File: src/rtl/lock_pkg.sv
// Shared types and elaboration-time helpers for the canal gate array controller.
package lock_pkg;

  typedef enum logic [1:0] {
    G_CLOSED  = 2'd0,
    G_OPENING = 2'd1,
    G_OPEN    = 2'd2,
    G_CLOSING = 2'd3
  } gate_state_t;

  function automatic int unsigned clog2_min1(input int unsigned n);
    int unsigned r;
    r = $clog2(n);
    return (r == 0) ? 1 : r;
  endfunction

  function automatic int unsigned max_u(input int unsigned a, input int unsigned b);
    return (a > b) ? a : b;
  endfunction

endpackage

File: src/rtl/gate_motion.sv
// One canal gate: CLOSED/OPENING/OPEN/CLOSING state register with a shared travel/hold timer.
module gate_motion
  import lock_pkg::*;
#(
  parameter int unsigned TRAVEL_CYCLES = 8,
  parameter int unsigned MIN_OPEN      = 4,
  parameter int unsigned TW            = 4
) (
  input  logic        clk,
  input  logic        reset,
  input  logic        grant,
  input  logic        level_ok,
  input  logic        req,
  output gate_state_t state,
  output logic        open,
  output logic        closed,
  output logic        moving
);

  localparam logic [TW-1:0] TRAV_MAX = TW'(TRAVEL_CYCLES - 1);
  localparam logic [TW-1:0] OPEN_MAX = TW'(MIN_OPEN - 1);

  gate_state_t   r_state, w_state_nx;
  logic [TW-1:0] r_timer, w_timer_nx;

  always_ff @(posedge clk or negedge reset) begin
    if (!reset) begin
      r_state <= G_CLOSED;
      r_timer <= '0;
    end else begin
      r_state <= w_state_nx;
      r_timer <= w_timer_nx;
    end
  end

  always_comb begin
    w_state_nx = r_state;
    w_timer_nx = r_timer;
    unique case (r_state)
      G_CLOSED: begin
        if (grant) begin
          w_state_nx = G_OPENING;
          w_timer_nx = '0;
        end
      end
      G_OPENING: begin
        // Abort keeps the timer so the close mirrors the travel already done.
        if (!level_ok) begin
          w_state_nx = G_CLOSING;
        end else if (r_timer == TRAV_MAX) begin
          w_state_nx = G_OPEN;
          w_timer_nx = '0;
        end else begin
          w_timer_nx = r_timer + TW'(1);
        end
      end
      G_OPEN: begin
        if (r_timer == OPEN_MAX) begin
          if (!req || !level_ok) begin
            w_state_nx = G_CLOSING;
            w_timer_nx = TRAV_MAX;
          end
        end else begin
          w_timer_nx = r_timer + TW'(1);
        end
      end
      G_CLOSING: begin
        if (r_timer == '0) begin
          w_state_nx = G_CLOSED;
        end else begin
          w_timer_nx = r_timer - TW'(1);
        end
      end
      default: begin
        w_state_nx = G_CLOSED;
        w_timer_nx = '0;
      end
    endcase
  end

  assign state  = r_state;
  assign open   = (r_state == G_OPEN);
  assign closed = (r_state == G_CLOSED);
  assign moving = (r_state == G_OPENING) || (r_state == G_CLOSING);

endmodule

File: src/rtl/gate_array_ctrl.sv
// Interlocked canal gate array: round-robin grant to at most one gate, only while all gates are closed.
module gate_array_ctrl
  import lock_pkg::*;
#(
  parameter int unsigned NUM_GATES     = 2,
  parameter int unsigned TRAVEL_CYCLES = 8,
  parameter int unsigned MIN_OPEN      = 4,
  localparam int unsigned GW           = clog2_min1(NUM_GATES)
) (
  input  logic                 clk,
  input  logic                 reset,
  input  logic [NUM_GATES-1:0] req,
  input  logic [NUM_GATES-1:0] level_ok,
  output logic [NUM_GATES-1:0] open,
  output logic [NUM_GATES-1:0] closed,
  output logic [NUM_GATES-1:0] moving,
  output logic [GW-1:0]        active_id,
  output logic                 busy
);

  localparam int unsigned TW = clog2_min1(max_u(TRAVEL_CYCLES, MIN_OPEN)) + 1;

  gate_state_t          w_state [NUM_GATES];
  logic [NUM_GATES-1:0] w_active;
  logic [NUM_GATES-1:0] w_cand;
  logic [NUM_GATES-1:0] w_grant;
  logic                 w_all_closed;
  logic                 w_found;
  logic [GW-1:0]        w_win;
  logic [GW-1:0]        w_rr_nx;
  logic [GW:0]          w_idx;
  logic [GW-1:0]        w_aid;
  logic [GW-1:0]        r_rr;

  for (genvar g = 0; g < NUM_GATES; g++) begin : g_gate
    gate_motion #(
      .TRAVEL_CYCLES (TRAVEL_CYCLES),
      .MIN_OPEN      (MIN_OPEN),
      .TW            (TW)
    ) u_gate (
      .clk      (clk),
      .reset    (reset),
      .grant    (w_grant[g]),
      .level_ok (level_ok[g]),
      .req      (req[g]),
      .state    (w_state[g]),
      .open     (open[g]),
      .closed   (closed[g]),
      .moving   (moving[g])
    );
    assign w_active[g] = (w_state[g] != G_CLOSED);
  end

  assign w_cand       = req & level_ok;
  assign w_all_closed = ~|w_active;

  // Scan candidates starting at the rr pointer, wrapping at NUM_GATES.
  always_comb begin
    w_found = 1'b0;
    w_win   = '0;
    w_idx   = '0;
    w_grant = '0;
    for (int unsigned k = 0; k < NUM_GATES; k++) begin
      w_idx = {1'b0, r_rr} + (GW+1)'(k);
      if (w_idx >= (GW+1)'(NUM_GATES)) w_idx = w_idx - (GW+1)'(NUM_GATES);
      if (!w_found && w_cand[w_idx[GW-1:0]]) begin
        w_found = 1'b1;
        w_win   = w_idx[GW-1:0];
      end
    end
    if (w_all_closed && w_found) w_grant[w_win] = 1'b1;
  end

  assign w_rr_nx = (w_win == GW'(NUM_GATES - 1)) ? '0 : w_win + GW'(1);

  always_ff @(posedge clk or negedge reset) begin
    if (!reset) begin
      r_rr <= '0;
    end else if (|w_grant) begin
      r_rr <= w_rr_nx;
    end
  end

  always_comb begin
    w_aid = '0;
    for (int unsigned i = 0; i < NUM_GATES; i++) begin
      if (w_active[i]) w_aid = GW'(i);
    end
  end

  assign active_id = w_aid;
  assign busy      = ~w_all_closed;

endmodule

File: config.mk
export PLATFORM = sky130hd
export DESIGN_NAME = gate_array_ctrl
export DESIGN_NICKNAME = d
export VERILOG_FILES = /design/src/rtl/lock_pkg.sv /design/src/rtl/gate_motion.sv /design/src/rtl/gate_array_ctrl.sv
export SDC_FILE = /design/constraint.sdc
export NUM_CORES = 1
export LEC_CHECK = 0
export CAP_MARGIN = 15
export CELL_PAD_IN_SITES_DETAIL_PLACEMENT = 2
export CELL_PAD_IN_SITES_GLOBAL_PLACEMENT = 2
export CORE_MARGIN = 3
export CORE_UTILIZATION = 30
export DETAILED_ROUTE_END_ITERATION = 10
export DONT_BUFFER_PORTS = 1
export PLACE_DENSITY = 0.68
export SKIP_LAST_GASP = 1
export SLEW_MARGIN = 40
export SYNTH_ARGS = -nofsm -noshare
export SYNTH_HDL_FRONTEND = slang
export SYNTH_SLANG_ARGS = --single-unit
File: constraint.sdc
create_clock -name clk -period 2.4 [get_ports clk]
set_clock_uncertainty 0.15 [all_clocks]
set_input_delay 0.72 -clock clk [delete_from_list [all_inputs] [get_ports clk]]
set_output_delay 0.72 -clock clk [all_outputs]
set_load 0.01 [all_outputs]
==> results of run 1 <==
==> cells by family (layout without fill, tap and decap cells) <==
family / after synthesis / after routing / share of synthesized area
adders and majority gates: 15 / 15 / 0.1453
muxes: 3 / 3 / 0.02519
AOI/OAI and AO/OA: 42 / 42 / 0.2423
xor gates and xnor gates: 4 / 4 / 0.02714
and+or+nand+nor: 47 / 47 / 0.1967
buffers and inverters: 27 / 21 / 0.1114
DFF: 13 / 13 / 0.2519
==> placed cells by master (no fill, tap or decap), types with 2 or more instances in the layout <==
cell / count
o31ai_1: 5
dfrtp_1: 13
o41ai_2: 3
nand4_1: 5
nand3_1: 5
and3_1: 2
ha_1: 15
a211oi_1: 3
nor2_1: 4
inv_1: 14
nor3_1: 2
inv_2: 2
a31oi_1: 5
xor2_1: 3
a221o_1: 2
nand2_1: 13
nor2_2: 2
nand2b_1: 2
clkbuf_8: 3
o21ai_1: 3
mux2_1: 2
nand3b_1: 3
a21oi_1: 10
or2_2: 3
==> final cells by class <==
cell class              count  area (um2)
repair buffers              1       10.01
flip-flops and latches     13       325.3
clock buffers               4       45.04
multi-input cells         111       822.0
well taps                  50       62.56
inverters                  16       60.06
fillers                   479        2761
==> report_power, final <==
part	switching (mW)	total, mW	leakage, nW	internal [mW]
clock network	0.0808	0.198	0.0228	0.117
logic	0.776	1.30	0.381	0.523
registers	0.152	0.477	0.162	0.325
==> sequential cells by signal, indices dropped and copies added, names as in the netlist <==
signal and flops:
g_gate.u_gate.r_timer 8, g_gate.u_gate.state 4, r_rr 1
==> worst min-delay path by stage <==
stage / from / endpoint / cells after the start
floorplan: reset / g_gate[0].u_gate.r_timer[0] / 0
global placement: reset / g_gate[0].u_gate.r_timer[3] / 0
detailed placement: reset / g_gate[0].u_gate.r_timer[3] / 0
CTS: reset / g_gate[0].u_gate.r_timer[3] / 0
global route: reset / g_gate[0].u_gate.state[0] / 0
finish: reset / g_gate[0].u_gate.state[1] / 0
==> metrics by stage <==
stage | cell area (um2) | worst slack (ns) | hold WS [ns]
2_1_floorplan | 1291 | 0.3724 | 0.2744
3_3_place_gp | 1270 | 0.4219 | 0.2750
3_5_place_dp | 1270 | 0.3115 | 0.2750
4_1_cts | 1315 | 0.1179 | 0.006024
5_1_grt | 1325 | 0.05316 | 0.006529
6_report | 1325 | 0.1271 | 0.02273
==> routing by layer <==
metal  vias to the layer above  track usage  wire (um)  part of all wire
met4                         0      0.01253          8            0.0024
li1                        525            -          -                 -
met5                         -            0          0                 0
met1                       537       0.1873       1641              0.50
met3                         2      0.03787         96             0.029
met2                        12       0.2133       1560              0.47
==> summary.txt, run 1 <==
Synth
  • Syn Nets: about 170
  • Share of the synthesized area in the top cell type: 0.2519
  • Commonest cells post-synth: 15 x ha_1, 14 x inv_1, 13 x dfrtp_1, 13 x nand2_1, 10 x a21oi_1
  • Post-synth ARST share: 1.000
  • Post-Syn Area: ~1300 um2
  • Leading area contributor after synthesis: dfrtp_1
  • Synth area leaders: dfrtp_1 25%, ha_1 15%, buf_4 4.1%, inv_1 4.1%, a21oi_1 3.9%
  • Top FF cell, synth: dfrtp_1
  • Seq/Total Area, Yosys: 0.2519
  • Post-synth EDFFs: 0
  • Cell with the most instances after synthesis: ha_1
  • Synth Instances: around 150
  • Yosys cell types: 46
  • Warnings, synthesis: 0
  • Synthesized area per cell: 8.551 um2
  • #FFs+latches synth: 13

Timing
  • Setup TNS: 0 ns
  • Max Clk Rate: 440.0 MHz
  • Tcrit/Tclk final: 0.9470
  • Least-Margin Pin Slew: 0.4555 ns
  • Hold Vio Cnt, Final: 0
  • Period minus WS final: 2.273 ns
  • RSZ-0062 raised after global routing: no
  • Final setup viols: 0
  • Relative slew margins: 0.6964
  • Slew Viols, Final: 0

Clock network
  • Clock-pin slew on the worst setup and hold paths: 0.05 ns
  • Clock sinks: 13
  • CTS tree: done
  • Clock buffer depth: 2
  • H-tree depth: 1
  • Hold-fix buffers, CTS: 0
  • Root buf cell: clkbuf_8
  • Worst-Skew Late Latency: 0.24 ns
  • Setup bufs post-CTS: 0
  • Cts bufs inserted: 3
  • Post_cts resized: 0

Power
  • Power, Total: 1.973 mW
  • Peak VDD IR: 0.5145 mV
  • Pwr dens: about 1500 nW/um2
  • Leakage: 0.5663 nW

Drt
  • DRT antenna net count: 0
  • DR vias: about 1100
  • Routed wire length: 3306 um
  • Starting DRT DRC Count: 29
  • DR WL/cell: ~17 um
  • 1st-pass router iterations: 4
  • Vias/cell: 5.518
  • Post-route DRC: 0

Worst setup path
  • Startpoint types: flop
  • Crit-path leading delay family: flip-flops
  • Worst-path fanout max: 8
  • Worst R2R Setup Slack: approximately 0.33 ns
  • Setup crit end: moving[0]
  • CP Buf/Inv Count: 1
  • Arr. time, crit path: 1.40 ns
  • Critical path type: flop to output pin
  • Slowest stage cell on the critical path: dfrtp_1
  • Crit path capture type: output pin
  • Worst-path cell chain: inv_1 -> ha_1 -> or2_2
  • Worst EP required: 1.53 ns
  • WP depth: 3
  • Critical R2R Capture: g_gate[0].u_gate.r_timer[0]
  • Start point of the critical path: g_gate[0].u_gate.state[1]
  • Worst R2R Path Depth: 6
  • Crit path largest cell delay: 0.42 ns
  • Worst r2r src: g_gate[1].u_gate.state[0]

Place
  • HPWL Detailed: 2562 um
  • GP Congestion: 0.7691
  • Placed insts: 190
  • IO buf count: 0

Job
  • Max-Cap Viols: 0

Final layout
  • Finished Core Util: 0.3243
  • Area growth from synthesis to layout: 2.616%
  • Share of cells above drive strength 1: 0.1172
  • Nets@finish: 167
  • Finished Layout Cells: roughly 200
  • Antenna Cells: 0

Die
  • Die area: 5127 um2
  • Die Wd: 71.61 um
  • Initial core utilization: 0.3160
  • Placeable Area: between 4000 and 5000 um2
  • Std-Cell Rows: 23
  • Ports: 14
  • Die Y: 71.61 um

Worst hold path
  • Path type of the worst min-delay path: input port to async pin

Global route
  • Gr ovfl total: 0
  • Vias in the first global route: 1134
  • Initial antenna violation count: 0
  • Largest net degree at the start of global routing: 14
  • Gr usage total: 0.1338
  • First-pass GRT wire length: 5568 um

Status
  • Outcome: completed
(Power assumes the default switching activity.)
==> run 2, diff against run 1 <==
Settings changed: CTS_CLUSTER_SIZE set to 30.
==> results of run 2 <==
No change in the layout: final DEF, timing and power equal those of run 1.
